## config.mk

```make
export PLATFORM = sky130hd
export DESIGN_NAME = out_port_arbiter
export DESIGN_NICKNAME = d
export VERILOG_FILES = /design/src/rtl/out_port_arbiter.sv
export SDC_FILE = /design/constraint.sdc
export NUM_CORES = 1
export LEC_CHECK = 0
export BUFFER_PORTS_ARGS = -buffer_cell sky130_fd_sc_hd__buf_4
export CAP_MARGIN = 20
export CORE_AREA = 2 2 357 359
export DETAILED_ROUTE_END_ITERATION = 10
export DIE_AREA = 0 0 359 361
export PLACE_DENSITY = 0.33
export SYNTH_ARGS = -nofsm -noshare
export SYNTH_HDL_FRONTEND = slang
export SYNTH_SLANG_ARGS = --single-unit
```

## constraint.sdc

```tcl
create_clock -name clk -period 8.9 [get_ports clk]
set_input_delay 1.335 -clock clk [delete_from_list [all_inputs] [get_ports clk]]
set_output_delay 1.335 -clock clk [all_outputs]
set_load 0.005 [all_outputs]
```

## src/rtl/out_port_arbiter.sv

```systemverilog
// Output-port arbiter: round-robin read grant, credit-protected capture FIFO, leaf link handshake.
// Optional accepted-packet counter enabled by defining OUT_ARB_PKT_CNT_EN.
module out_port_arbiter #(
  parameter int PACKET_BITS   = 97,
  parameter int NUM_OUT_PORTS = 8,
  parameter int BUF_DEPTH     = 4
) (
  input  logic                                   clk,
  input  logic                                   reset,
  input  logic [NUM_OUT_PORTS-1:0]               port_empty,
  input  logic [NUM_OUT_PORTS*PACKET_BITS-1:0]   port_packet,
  output logic [NUM_OUT_PORTS-1:0]               rd_en_sel,
  output logic [PACKET_BITS-1:0]                 dout_leaf2bft,
  output logic                                   vld_leaf2bft,
  input  logic                                   ack_bft2leaf,
  output logic                                   err_multi,
  output logic [31:0]                            pkt_count
);

  localparam int AW = $clog2(BUF_DEPTH);
  localparam int PW = $clog2(NUM_OUT_PORTS);
  localparam logic [PW-1:0] LAST_PORT = PW'(NUM_OUT_PORTS - 1);
  localparam logic [AW:0]   DEPTH_W   = (AW+1)'(BUF_DEPTH);
  localparam logic [PW:0]   NPORTS_W  = (PW+1)'(NUM_OUT_PORTS);

  logic [PACKET_BITS-1:0] mem_q [BUF_DEPTH];
  logic [AW-1:0]          wr_ptr_q, rd_ptr_q;
  logic [AW:0]            occ_q, occ_d;
  logic                   inflight_q;
  logic [PW-1:0]          last_grant_q, last_grant_d;
  logic                   err_q;

  logic                     credit, found, grant;
  logic                     push, pop, multi, full;
  logic [PW-1:0]            gnt_idx;
  logic [PACKET_BITS-1:0]   merged;
  logic [NUM_OUT_PORTS-1:0] pkt_vld;

  // A grant reserves a slot for the packet arriving next cycle.
  assign credit = (occ_q + {{AW{1'b0}}, inflight_q}) < DEPTH_W;

  always_comb begin
    logic [PW:0] idx;
    idx     = '0;
    found   = 1'b0;
    gnt_idx = '0;
    for (int k = 1; k <= NUM_OUT_PORTS; k++) begin
      idx = {1'b0, last_grant_q} + (PW+1)'(k);
      if (idx >= NPORTS_W) idx = idx - NPORTS_W;
      if (!found && !port_empty[idx[PW-1:0]]) begin
        found   = 1'b1;
        gnt_idx = idx[PW-1:0];
      end
    end
  end

  always_comb begin
    rd_en_sel = '0;
    if (!reset && found && credit) rd_en_sel[gnt_idx] = 1'b1;
  end

  assign grant        = |rd_en_sel;
  assign last_grant_d = grant ? gnt_idx : last_grant_q;

  always_comb begin
    merged  = '0;
    pkt_vld = '0;
    for (int i = 0; i < NUM_OUT_PORTS; i++) begin
      merged     = merged | port_packet[i*PACKET_BITS +: PACKET_BITS];
      pkt_vld[i] = port_packet[i*PACKET_BITS + PACKET_BITS - 1];
    end
  end

  assign push  = |pkt_vld;
  assign multi = (pkt_vld & (pkt_vld - NUM_OUT_PORTS'(1))) != '0;
  assign full  = occ_q == DEPTH_W;

  assign vld_leaf2bft  = occ_q != '0;
  assign pop           = vld_leaf2bft && ack_bft2leaf;
  assign dout_leaf2bft = vld_leaf2bft ? mem_q[rd_ptr_q] : '0;
  assign err_multi     = err_q;

  assign occ_d = occ_q + (AW+1)'(push) - (AW+1)'(pop);

  always_ff @(posedge clk or posedge reset) begin
    if (reset) begin
      wr_ptr_q     <= '0;
      rd_ptr_q     <= '0;
      occ_q        <= '0;
      inflight_q   <= 1'b0;
      last_grant_q <= LAST_PORT;
      err_q        <= 1'b0;
    end else begin
      if (push) wr_ptr_q <= wr_ptr_q + AW'(1);
      if (pop)  rd_ptr_q <= rd_ptr_q + AW'(1);
      occ_q        <= occ_d;
      inflight_q   <= grant;
      last_grant_q <= last_grant_d;
      if (multi) err_q <= 1'b1;
    end
  end

  always_ff @(posedge clk) begin
    if (push) mem_q[wr_ptr_q] <= merged;
  end

`ifdef OUT_ARB_PKT_CNT_EN
  logic [31:0] cnt_q;

  always_ff @(posedge clk or posedge reset) begin
    if (reset)    cnt_q <= '0;
    else if (pop) cnt_q <= cnt_q + 32'd1;
  end

  assign pkt_count = cnt_q;
`else
  assign pkt_count = 32'd0;
`endif

  a_no_overflow: assert property (@(posedge clk) disable iff (reset) !(push && full));

endmodule

```

# Word-level counts from Yosys, hierarchy flattened
# Memories as Yosys holds them, arrays and structs flattened.
# Index checks and enable logic that the tools add are counted.
# W data, S select, Z words.
dict set report totals {
  wordCells 131
  n_memories 1
  reg_bits 12
  out_inout_bits 139
  in_bits 787
  ramBits 388
}
# memory depth word_bits read_ports rd_ports_with_merged_regs write_ports line
set mem_list {}
lappend mem_list {mem_q 4 97 1 0 1 26} ;# logic [PACKET_BITS-1:0] mem_q [BUF_DEPTH];
dict set report op_classes {
  mux 46
  n_reduce_logical 29
  n_addsub 22
  bitwise_logic 8
  order_cmp 19
}
# operator n
set op_table {}
lappend op_table {{$or A97 B97 Y97} 7}
lappend op_table {{$mux W97} 1}
lappend op_table {{$mux W3} 16}
lappend op_table {{$lt A3 B4 Y1 const B} 9}
lappend op_table {{$ge A4 B4 Y1 const B} 8}
lappend op_table {{$bmux W1 S3} 8}
lappend op_table {{$sub A3 B1 Y3 const B} 8}
lappend op_table {{$mux W1} 19}
lappend op_table {{$add A3 B3 Y4 const B} 4}
lappend op_table {{$reduce_or A8 Y1} 2}
lappend op_table {{$logic_not A1 Y1} 14}
lappend op_table {{$logic_and A1 B1 Y1} 11}
lappend op_table {{$add A3 B2 Y4 const B} 2}
lappend op_table {{$and A8 B8 Y8} 1}
lappend op_table {{$mux W8} 1}
lappend op_table {{$reduce_bool A8 Y1} 1}
lappend op_table {{$sub A8 B1 Y8 const B} 1}
lappend op_table {{$add A3 B1 Y3} 2}
lappend op_table {{$add A2 B1 Y2 const B} 2}
lappend op_table {{$add A3 B1 Y4 const B} 1}
lappend op_table {{$add A3 B4 Y4 const B} 1}
lappend op_table {{$demux W1 S3} 1}
lappend op_table {{$ge A3 B1 Y1 const B} 1}
lappend op_table {{$lt A3 B3 Y1 const B} 1}
lappend op_table {{2 further kinds} 2}

# Logic depth before layout (Yosys ltp)
# Gate-level depths: netlist of run 1.
dict set report depth {
  word_depth 32
  ltp_mapped 13
  depth_no_buf 12
}

# Worst setup path after synthesis of run 1
# No wires, ideal clock.
dict set report synth_timing {
  path_type {input-to-output}
  from {input port port_empty[7]}
  to {output port rd_en_sel[0]}
  setup_slack_ns 4.162
  t_arrival_ns 3.403
  cell_stages 7
  n_path_buf 1
  required_time_ns 7.565
  cell_sequence {clkbuf_1 -> mux4_1 -> nor2b_1 -> a2111oi_0 -> a311o_1 -> or4_4 -> a211oi_1}
}
dict set report synth_between {
  elab_chain_len 28
  word_cells_on_any_way 60
  classes_between {2 x order compare; 35 x mux; 23 x reduce/logical}
}
# item line
set synth_lines {}
lappend synth_lines {{from (decl)} 10} ;# input logic [NUM_OUT_PORTS-1:0] port_empty,
lappend synth_lines {{$bmux W1 S3} 50} ;# if (!found && !port_empty[idx[PW-1:0]]) begin
lappend synth_lines {{$mux W1 (not written as such)} 50}
lappend synth_lines {{$logic_not A1 Y1} 50}
lappend synth_lines {{$logic_and A1 B1 Y1} 50}
lappend synth_lines {{$mux W1} 50}
lappend synth_lines {{$logic_not A1 Y1} 50}
lappend synth_lines {{$logic_and A1 B1 Y1} 50}
lappend synth_lines {{$mux W1} 50}
lappend synth_lines {{(+12 left out)} --}
lappend synth_lines {{$logic_not A1 Y1} 50}
lappend synth_lines {{$logic_and A1 B1 Y1} 50}
lappend synth_lines {{$mux W3} 50}
lappend synth_lines {{$lt A3 B4 Y1 (not written as such) or $ge A3 B1 Y1 (tied branches)} 59} ;# if (!reset && found && credit) rd_en_sel[gnt_idx] = 1'b1;
lappend synth_lines {{$logic_and A1 B1 Y1 (not written as such)} 59}
lappend synth_lines {{$mux W1 (not written as such)} 59}
lappend synth_lines {{$demux W1 S3} 59}
lappend synth_lines {{$mux W8 *} 59}
lappend synth_lines {{to (decl)} 12} ;# output logic [NUM_OUT_PORTS-1:0] rd_en_sel,
# Every way passes the cells marked *; elsewhere a longest branch is shown, timed or not. The select of a mux whose other input is x is not followed.

# Final worst setup path of run 1
dict set report layout_timing {
  from {register last_grant_q[1]}
  to {output port rd_en_sel[4]}
}
dict set report layout_between {
  elab_chain_len 31
  word_cells_on_any_way 92
  classes_between {16 x add/sub; 10 x order compare; 43 x mux; 23 x reduce/logical}
}
# item line
set layout_lines {}
lappend layout_lines {{from (decl)} 30} ;# logic [PW-1:0] last_grant_q, last_grant_d;
lappend layout_lines {{from (signal assigned)} 98} ;# last_grant_q <= last_grant_d;
lappend layout_lines {{$add A3 B2 Y4} 48} ;# idx = {1'b0, last_grant_q} + (PW+1)'(k);
lappend layout_lines {{$ge A4 B4 Y1 or $sub A3 B1 Y3 (tied branches)} 49} ;# if (idx >= NPORTS_W) idx = idx - NPORTS_W;
lappend layout_lines {{$mux W3} 49}
lappend layout_lines {{$bmux W1 S3} 50}
lappend layout_lines {{$mux W1 (not written as such)} 50}
lappend layout_lines {{$logic_not A1 Y1} 50}
lappend layout_lines {{$logic_and A1 B1 Y1} 50}
lappend layout_lines {{$mux W1} 50}
lappend layout_lines {{(+15 left out)} --}
lappend layout_lines {{$logic_not A1 Y1} 50}
lappend layout_lines {{$logic_and A1 B1 Y1} 50}
lappend layout_lines {{$mux W3} 50}
lappend layout_lines {{$lt A3 B4 Y1 (not written as such) or $ge A3 B1 Y1 (tied branches)} 59}
lappend layout_lines {{$logic_and A1 B1 Y1 (not written as such)} 59}
lappend layout_lines {{$mux W1 (not written as such)} 59}
lappend layout_lines {{$demux W1 S3} 59}
lappend layout_lines {{$mux W8 *} 59}
# Marked as above.

==> flow_metrics.py, run 1 <==
metrics = {
    "status": {
        "status": "complete, no violations",
    },
    "global_routing": {
        "grt_pass1_wl_um": 105000,
        "antenna_found_initial": 17,
        "gr-total-overflow": 0,
        "grt_pass1_vias": 15100,
        "grt_max_degree": 54,
        "grt_use_total": 0.112,
    },
    "layout": {
        "drive_gt1_frac": 0.535,
        "fillers": 13400,
        "multi_input_area_um2": 5790,
        "area_delta_synth_final_pct": 55.7,
        "fin_nets": 2819,
        "final-seq-area_um2": 12000,
        "finalNonFillerCells": 3712,
    },
    "drt": {
        "wl_per_cell_um": 20.4,
        "final_antenna_net_count": 0,
        "first_iter_violations": 568,
        "wl_um": 75600,
        "drc": 0,
        "first_pass_iters": 6,
        "vias_per_cell": 3.72,
        "vias": 13800,
    },
    "critical_path": {
        "crit_arrival_ns": 4.77,
        "cpPeakStageDelay_ns": 0.86,
        "r2r_end": "last_grant_q[0]$_DFFE_PP1P_",
        "cp-start-kind": "flip-flop",
        "path_class": "flip-flop to primary output",
        "cp_max_fo": 15,
        "r2r_slack_ns": 4.84,
        "cp_cell_sequence": "inv_1 > ha_1 > mux2_2 > mux2i_1 > o21ai_0 > a2111oi_0 > nor3_1 > nor4_1 > buf_4",
        "critical_path.startpoint": "last_grant_q[1]$_DFFE_PP1P_",
        "cp-end-kind": "primary output",
        "reg2reg_depth": 8,
        "reg2reg_from": "last_grant_q[1]$_DFFE_PP1P_",
        "required_ns": 7.57,
        "cpMaxStageDelayCell": "a2111oi_0",
    },
    "clocking": {
        "htreeDepth": 2,
        "post_cts.repair.setup_buffers": 0,
        "clkTransAtPathRegs_ns": 0.06,
        "root_buffer": "clkbuf_16",
        "clkSinkCount": 400,
        "postCtsHoldBufs": 0,
        "clockBufferDepth": 3,
        "cts_resized": 0,
        "cts_buffers": 49,
        "clk_latency_ns": 0.59,
        "cts_tree": "yes",
    },
    "synthesis": {
        "syn_inst": 1111,
        "async_flop_share": 0.0300,
        "yosysWarnings": 0,
        "ys_types": 54,
        "synth_top_flop_cell": "edfxtp_1",
        "ys_seq_elements": 400,
        "avgSynthCellArea_um2": 16.3,
        "yosysMostFrequentCell": "edfxtp_1",
        "synth_edf_count": 388,
        "synth_common_cells": "edfxtp_1, nor4_1, mux4_2, nand2_1, and2_1",
        "synth_top_area_frac": 0.645,
        "syn-cell-area_um2": 18100,
        "yosys-top-cells-area": "edfxtp_1, mux4_2, nor4_1",
        "synth_top_cell_by_area": "edfxtp_1",
        "synth-seq-area-share": 0.661,
    },
    "sta": {
        "relSlewSlack": 0.148,
        "setup_tns_ns": 0,
        "maxSlewViolCount": 0,
        "setup_viol": 0,
        "fmax_ghz": 0.164,
        "min_period_over_period": 0.685,
        "hold_viol": 0,
        "fin_skew_ns": 0.0145,
        "rsz0062_at_grt": "no",
        "whs_ns": 0.541,
        "final.min_clock_period_ns": 6.10,
        "worst_slew_pin_slew_ns": 1.27,
    },
    "hold_path": {
        "min_path_type": "flip-flop to flip-flop",
        "min_path_cells": 2,
        "whs_endpoint": "err_multi$_DFFE_PP0P_",
        "hold_start": "err_multi$_DFFE_PP0P_",
    },
    "placement": {
        "placed_cells": 3622,
        "place.gp.congestion": 0.877,
        "dp_hpwl_um": 58100,
        "port_buffers": 893,
    },
    "floorplan": {
        "coreArea_um2": 125000,
        "fp-row-count": 130,
        "die_area_um2": 130000,
        "pin_count": 926,
        "die_w_um": 359,
        "start_util": 0.144,
        "fp.dieH_um": 361,
    },
    "power_and_ir_drop": {
        "ir_drop_v": 0.000135,
        "p_per_area_nw_per_um2": 232,
        "power_leakage_nw": 8.90,
    },
    "run": {
        "drv_cap": 0,
    },
}
## placed cells by master, fill, tap and decap left out, types with 5 or more instances in the layout
| cell | count |
|---|---|
| and2_1 | 98 |
| buf_4 | 905 |
| clkbuf_1 | 7 |
| clkbuf_16 | 51 |
| clkinv_1 | 11 |
| conb_1 | 32 |
| dfrtp_1 | 7 |
| diode_2 | 9 |
| edfxtp_1 | 388 |
| ha_1 | 8 |
| inv_1 | 10 |
| mux2_2 | 10 |
| mux2i_1 | 7 |
| mux4_1 | 5 |
| mux4_2 | 105 |
| nand2_1 | 105 |
| nor2_1 | 12 |
| nor2b_1 | 6 |
| nor3_1 | 5 |
| nor4_1 | 197 |
| o21ai_0 | 9 |
| xnor2_1 | 6 |
## report_power, final
group,switching (mW),total (mW),internal (mW)
Sequential,0.114,2.36,2.25
Combinational,1.29,2.32,1.02
Clock,0.756,1.85,1.09
Total,2.16,6.52,4.36
## logic make-up after synthesis
logic type / Yosys count / synth area share
buf+inv: 86 / 0.0255
other cells: 1 / 0.000207
compound gates: 34 / 0.0138
mux: 128 / 0.149
simple gates: 442 / 0.137
fa+ha+maj: 11 / 0.00775
flops: 400 / 0.661
xor+xnor: 9 / 0.00436
## per-stage QoR
step | total power [mW] | setup slack (ns) | util | cell area, um2
after global placement | 4.85 | 3.25 | 0.213 | 26700
after floorplan | 3.59 | 4.16 | - | 18200
after CTS | 6.75 | 2.66 | 0.224 | 28100
after global routing | 6.93 | 2.52 | 0.224 | 28100
final | 6.52 | 2.80 | 0.224 | 28100
after detailed placement | 4.83 | 3.33 | 0.213 | 26700
## state kept, by name, indices dropped and copies added (netlist names)
name          flops
mem_q           388
last_grant_q      3
occ_q             3
rd_ptr_q          2
wr_ptr_q          2
err_multi         1
inflight_q        1
## worst max-delay path by stage
stage                         endpoint  cells past startpoint
after CTS                 rd_en_sel[4]                      9
after global routing      rd_en_sel[4]                      9
after global placement    rd_en_sel[7]                      8
final                     rd_en_sel[4]                      9
after floorplan           rd_en_sel[0]                      7
after detailed placement  rd_en_sel[4]                      8
## metal layers
layer / part of all wire / routed length, um / global-route usage / up-vias
met4: 0.026 / 2000 / 0.0386 / 0
li1: - / - / - / 6338
met5: 0 / 0 / 0 / -
met1: 0.38 / 28600 / 0.130 / 6860
met2: 0.53 / 40100 / 0.204 / 526
met3: 0.065 / 4920 / 0.0237 / 90
## final cells by class
type,instances,share of cell area
diodes,9,0.000800
clock buffers,58,0.0463
clock inverters,23,0.00618
inverters,11,0.00147
multi-input cells,656,0.206
flip-flops and latches,400,0.425
well taps,1650,0.0733
repair buffers,905,0.241
## worst max-delay path, delay by kind of cell (launching register included)
kind / cells / cell delay (ns)
fa+ha+maj: 1 / 0.69
buf+inv: 2 / 0.39
flops: 1 / 0.79
compound gates: 2 / 0.99
simple gates: 2 / 0.67
mux: 2 / 0.65
Note: power is estimated with default switching activity, not from simulation.
==> run 2: changes to the inputs <==
--- a/config.mk
+++ b/config.mk
@@ -7,9 +7,9 @@
 export LEC_CHECK = 0
 export BUFFER_PORTS_ARGS = -buffer_cell sky130_fd_sc_hd__buf_4
 export CAP_MARGIN = 20
-export CORE_AREA = 2 2 357 359
+export CORE_AREA = 2 2 362 364
 export DETAILED_ROUTE_END_ITERATION = 10
-export DIE_AREA = 0 0 359 361
+export DIE_AREA = 0 0 364 366
 export PLACE_DENSITY = 0.33
 export SYNTH_ARGS = -nofsm -noshare
 export SYNTH_HDL_FRONTEND = slang
==> constraint.sdc (replaced) <==
create_clock -name clk -period 6.05 [get_ports clk]
set_input_delay 0.9075 -clock clk [delete_from_list [all_inputs] [get_ports clk]]
set_output_delay 0.9075 -clock clk [all_outputs]
set_load 0.005 [all_outputs]
==> flow_metrics.py, run 2 (synthesis results as in run 1) <==
metrics = {
    "global_routing": {
        "grt_pass1_wl_um": 102000,
        "grt_max_degree": 56,
        "antenna_found_initial": 10,
        "gr-total-overflow": 0,
        "grt_pass1_vias": 15200,
        "grt_use_total": 0.105,
    },
    "placement": {
        "place.gp.congestion": 0.894,
        "port_buffers": 893,
        "dp_worst_setup_slack_ns": 1.10,
        "dp_hpwl_um": 54700,
        "place_area_um2": 26800,
    },
    "drt": {
        "wl_um": 73300,
        "first_pass_iters": 4,
        "final_antenna_net_count": 0,
        "wl_per_cell_um": 19.2,
        "vias_per_cell": 3.64,
        "vias": 13800,
        "first_iter_violations": 555,
        "drc": 0,
    },
    "layout": {
        "drive_gt1_frac": 0.536,
        "largest_reg_flops": 388,
        "design_area_um2": 28400,
        "top_regs": "mem_q (388), last_grant_q (3), occ_q (3)",
        "fin_nets": 2819,
        "area_delta_synth_final_pct": 57.3,
        "layout_common_cells": "buf_4, edfxtp_1, nor4_1",
        "final_common_cell": "buf_4",
        "post-route-util": 0.220,
        "regMostFlops": "mem_q",
    },
    "floorplan": {
        "die_area_um2": 133000,
        "fp.dieH_um": 366,
        "coreArea_um2": 129000,
        "pin_count": 926,
        "fp-row-count": 132,
        "start_util": 0.140,
        "die_w_um": 364,
    },
    "sta": {
        "rsz0062_at_grt": "no",
        "worst_slack_ns": 0.481,
        "final.min_clock_period_ns": 5.57,
        "maxSlewViolCount": 0,
        "relSlewSlack": 0.350,
        "fmax_ghz": 0.180,
        "hold_viol": 0,
        "whs_ns": 0.344,
        "worst_slew_pin_slew_ns": 0.975,
        "fin_skew_ns": 0.0201,
        "setup_tns_ns": 0,
        "min_period_over_period": 0.920,
        "setup_viol": 0,
    },
    "critical_path": {
        "required_ns": 5.14,
        "cp_max_fo": 15,
        "crit_arrival_ns": 4.66,
        "cpPeakStageDelay_ns": 0.79,
        "cp_cell_sequence": "inv_1 > ha_1 > mux2_2 > mux2i_1 > a32oi_1 > a2111oi_0 > nor3_1 > nor4_1 > buf_4",
        "critPathTopFamily": "compound AO/OA/AOI/OAI gates",
        "cp-end-kind": "primary output",
        "critPathBufInv": 2,
        "path_class": "flip-flop to primary output",
        "cp-start-kind": "flip-flop",
        "cpMaxStageDelayCell": "dfstp_2",
    },
    "clocking": {
        "clkTransAtPathRegs_ns": 0.06,
        "htreeDepth": 2,
        "clk_latency_ns": 0.62,
        "cts_buffers": 48,
        "clockBufferDepth": 3,
        "post_cts.repair.setup_buffers": 0,
        "cts_tree": "yes",
        "root_buffer": "clkbuf_16",
        "clkSinkCount": 400,
        "cts_resized": 0,
        "postCtsHoldBufs": 0,
    },
    "hold_path": {
        "min_path_type": "input pin to asynchronous set/reset pin",
    },
    "power_and_ir_drop": {
        "p_per_area_nw_per_um2": 346,
        "power_leakage_nw": 8.99,
        "ir_drop_v": 0.000210,
    },
    "status": {
        "status": "complete, no violations",
    },
    "run": {
        "drv_cap": 0,
    },
}
-- run 2: cell count changes in the layout (fill, tap and decap cells not counted), sizes merged --
cell      delta
inv          -1
bufinv       +5
clkinvlp     -1
diode        -5
buf          +1
clkbuf       +5
-- run 2: worst paths after layout --
| path | start | to | slack (ns) | cells past startpoint |
|---|---|---|---|---|
| worst max register to register | last_grant_q[1]$_DFFE_PP1P_ | last_grant_q[0]$_DFFE_PP1P_ | 2.12 | 8 |
| worst max-delay path | last_grant_q[1]$_DFFE_PP1P_ | rd_en_sel[5] | 0.48 | 9 |
| min in group clk | err_multi$_DFFE_PP0P_ | err_multi$_DFFE_PP0P_ | 0.52 | 2 |
| max in group asynchronous | reset | rd_ptr_q[1]$_DFFE_PP0P_ | 5.32 | 2 |
| worst min-delay path | reset | wr_ptr_q[0]$_DFFE_PP0P_ | 0.34 | 2 |
| worst min register to register | err_multi$_DFFE_PP0P_ | err_multi$_DFFE_PP0P_ | 0.52 | 2 |
-- run 2: power breakdown --
group          switching [mW]  total (mW)  leakage, nW  internal, mW
sequential              0.240        3.54         2.56          3.30
clock                    1.15        2.95        0.781          1.79
combinational            1.83        3.36         5.65          1.52
total                    3.23        9.84         8.99          6.61
-- run 2: routing by layer --
metal | vias to the layer above | share of wire | track usage
li1 | 6338 | - | -
met1 | 6906 | 0.40 | 0.122
met2 | 512 | 0.52 | 0.191
met3 | 81 | 0.059 | 0.0220
met4 | 6 | 0.026 | 0.0342
met5 | - | 0.00056 | 0
-- run 2: layout make-up --
type / count / area, um2
repair buffers: 906 / 6830
multi-input cells: 656 / 5790
clock inverters: 26 / 339
well taps: 1742 / 2180
inverters: 11 / 41.3
flip-flops and latches: 400 / 12000
fillers: 13800 / 101000
clock buffers: 63 / 1280
diodes: 4 / 10.0
-- run 2: worst reg2reg max path, delay by kind of cell (launching register included) --
kind            cells  cell delay [ns]
fa+ha+maj           1             0.69
flops               1             0.79
mux                 3             1.14
buf+inv             1             0.19
compound gates      2             0.89
simple gates        1             0.10
-- run 2: through the flow --
step / cells / power, mW
6_report: 3808 / 9.84
2_1_floorplan: 1142 / 5.29
3_5_place_dp: 3715 / 7.14
5_1_grt: 3807 / 10.5
4_1_cts: 3804 / 10.2
3_3_place_gp: 3715 / 7.14
==> run 3: changes to the inputs <==
--- a/config.mk
+++ b/config.mk
@@ -8,6 +8,7 @@
 export BUFFER_PORTS_ARGS = -buffer_cell sky130_fd_sc_hd__buf_4
 export CAP_MARGIN = 20
 export CORE_AREA = 2 2 362 364
+export CTS_CLUSTER_DIAMETER = 50
 export DETAILED_ROUTE_END_ITERATION = 10
 export DIE_AREA = 0 0 364 366
 export PLACE_DENSITY = 0.33
==> constraint.sdc (replaced) <==
create_clock -name clk -period 6.05 [get_ports clk]
set_input_delay 0.9075 -clock clk [delete_from_list [all_inputs] [get_ports clk]]
set_output_delay 0.9075 -clock clk [all_outputs]
set_load 0.02 [all_outputs]
==> flow_metrics.py, run 3 (synthesis results as in run 1) <==
metrics = {
    "power_and_ir_drop": {
        "combPwrFrac": 0.341,
        "seqPwrFrac": 0.327,
        "p_per_area_nw_per_um2": 374,
        "p_int_mw": 7.10,
        "power_switching_mw": 3.75,
        "pwr-share-clk": 0.332,
        "ir_drop_v": 0.000284,
        "power_leakage_nw": 9.25,
        "sw_frac_of_total": 0.346,
    },
    "sta": {
        "final.min_clock_period_ns": 5.64,
        "maxSlewViolCount": 0,
        "relSlewSlack": 0.317,
        "fin_skew_ns": 0.0225,
        "whs_ns": 0.358,
        "worst_slew_pin_slew_ns": 1.02,
        "fmax_ghz": 0.177,
        "hold_viol": 0,
        "worst_slack_ns": 0.410,
        "rsz0062_at_grt": "no",
        "min_period_over_period": 0.932,
        "setup_viol": 0,
        "setup_tns_ns": 0,
    },
    "hold_path": {
        "min_path_type": "input pin to asynchronous set/reset pin",
    },
    "clocking": {
        "postCtsHoldBufs": 0,
        "root_buffer": "clkbuf_16",
        "clockBufferDepth": 3,
        "cts_tree": "yes",
        "post_cts.repair.setup_buffers": 0,
        "cts_resized": 0,
        "clkTransAtPathRegs_ns": 0.05,
        "cts_buffers": 66,
        "clk_latency_ns": 0.61,
        "htreeDepth": 3,
        "clkSinkCount": 400,
    },
    "layout": {
        "design_area_um2": 29000,
        "largest_reg_flops": 388,
        "fillers": 13800,
        "fin_nets": 2834,
        "top_regs": "mem_q (388), last_grant_q (3), occ_q (3)",
        "layout_common_cells": "buf_4, edfxtp_1, nor4_1",
        "final_common_cell": "buf_4",
        "finalNonFillerCells": 3840,
        "area_delta_synth_final_pct": 60.2,
        "regMostFlops": "mem_q",
        "drive_gt1_frac": 0.545,
    },
    "critical_path": {
        "cp-start-kind": "flip-flop",
        "cpPeakStageDelay_ns": 0.80,
        "critPathBufInv": 2,
        "path_class": "flip-flop to primary output",
        "critPathTopFamily": "compound AO/OA/AOI/OAI gates",
        "cp_max_fo": 14,
        "required_ns": 5.14,
        "crit_arrival_ns": 4.73,
        "cpMaxStageDelayCell": "a2111oi_0",
        "cp-end-kind": "primary output",
        "cp_cell_sequence": "inv_2 > ha_1 > mux2_2 > mux2i_1 > a32oi_1 > a2111oi_0 > nor3_1 > nor4_1 > buf_4",
    },
    "floorplan": {
        "die_w_um": 364,
        "pin_count": 926,
        "fp.dieH_um": 366,
        "coreArea_um2": 129000,
        "die_area_um2": 133000,
        "fp-row-count": 132,
        "start_util": 0.140,
    },
    "drt": {
        "wl_per_cell_um": 18.9,
        "first_pass_iters": 4,
        "final_antenna_net_count": 0,
        "vias": 14000,
        "first_iter_violations": 581,
        "drc": 0,
        "vias_per_cell": 3.64,
        "wl_um": 72600,
    },
    "global_routing": {
        "gr-total-overflow": 0,
        "grt_max_degree": 63,
        "grt_use_total": 0.106,
        "grt_pass1_vias": 15600,
        "antenna_found_initial": 15,
        "grt_pass1_wl_um": 102000,
    },
    "placement": {
        "dp_worst_setup_slack_ns": 1.03,
        "place.gp.congestion": 0.913,
        "dp_hpwl_um": 54600,
        "placed_cells": 3712,
        "place_area_um2": 26800,
        "port_buffers": 893,
    },
    "run": {
        "drv_cap": 0,
    },
    "status": {
        "status": "complete, no violations",
    },
}
-- run 3: cell types whose count changed in the layout (fill, tap and decap cells not counted), moves of 2 or more --
cell,before,now
clkinv_2,5,14
clkbuf_16,48,70
clkbuf_1,13,9
diode_2,4,8
clkbuf_8,2,0
clkinv_4,1,3
bufinv_16,7,3
inv_8,0,2
clkinvlp_4,2,5
inv_6,2,4
buf_4,904,900
-- run 3: layout make-up --
class / count / area [um2] / share of cell area
Clock inverter: 41 / 363 / 0.0125
Antenna cell: 8 / 20.0 / 0.000691
Clock buffer: 79 / 1790 / 0.0617
Timing Repair Buffer: 903 / 6820 / 0.235
Inverter: 11 / 41.3 / 0.00143
Sequential cell: 400 / 12000 / 0.413
Multi-Input combinational cell: 656 / 5790 / 0.200
Tap cell: 1742 / 2180 / 0.0753
-- run 3: layer usage --
layer  up-vias  global-route usage  routed length, um  part of all wire
li1       6391                   -                  -                 -
met1      6922               0.122              27800              0.38
met2       564               0.189              37600              0.52
met3        97              0.0242               5160             0.071
met4         2              0.0413               2000             0.027
met5         -                   0                  7          0.000096
-- run 3: power by group through the flow --
stage          sequential (mW)  combinational (mW)  clock, mW
3_3_place_gp              3.61                3.88          0
4_1_cts                   3.56                3.88       3.73
3_5_place_dp              3.62                3.87          0
5_1_grt                   3.58                4.06       3.84
2_1_floorplan             3.43                2.21          0
6_report                  3.54                3.70       3.60
-- run 3: metrics by stage --
stage | power [mW] | utilization
after global placement | 7.50 | 0.208
after detailed placement | 7.49 | 0.208
after floorplan | 5.64 | -
after CTS | 11.2 | 0.224
final | 10.8 | 0.224
after global routing | 11.5 | 0.224
-- run 3: worst paths after layout --
check	to	start	slack, ns	cells after the start
setup / recovery	rd_en_sel[5]	last_grant_q[0]$_DFFE_PP1P_	0.41	9
hold / removal	err_multi$_DFFE_PP0P_	reset	0.36	2
setup reg to reg	last_grant_q[0]$_DFFE_PP1P_	last_grant_q[0]$_DFFE_PP1P_	2.14	8
hold reg to reg	err_multi$_DFFE_PP0P_	err_multi$_DFFE_PP0P_	0.48	2
max in group asynchronous	rd_ptr_q[1]$_DFFE_PP0P_	reset	5.29	2
min in group clk	err_multi$_DFFE_PP0P_	err_multi$_DFFE_PP0P_	0.48	2
-- run 3: worst register-to-register path: stages, from the launching register on --
cell and delay, ns:
dfstp_2 0.74, inv_2 0.22, ha_1 0.71, mux2_2 0.42, mux4_2 0.53, nand2_1 0.09
a21oi_1 0.08, o41ai_1 0.85, mux2i_1 0.16
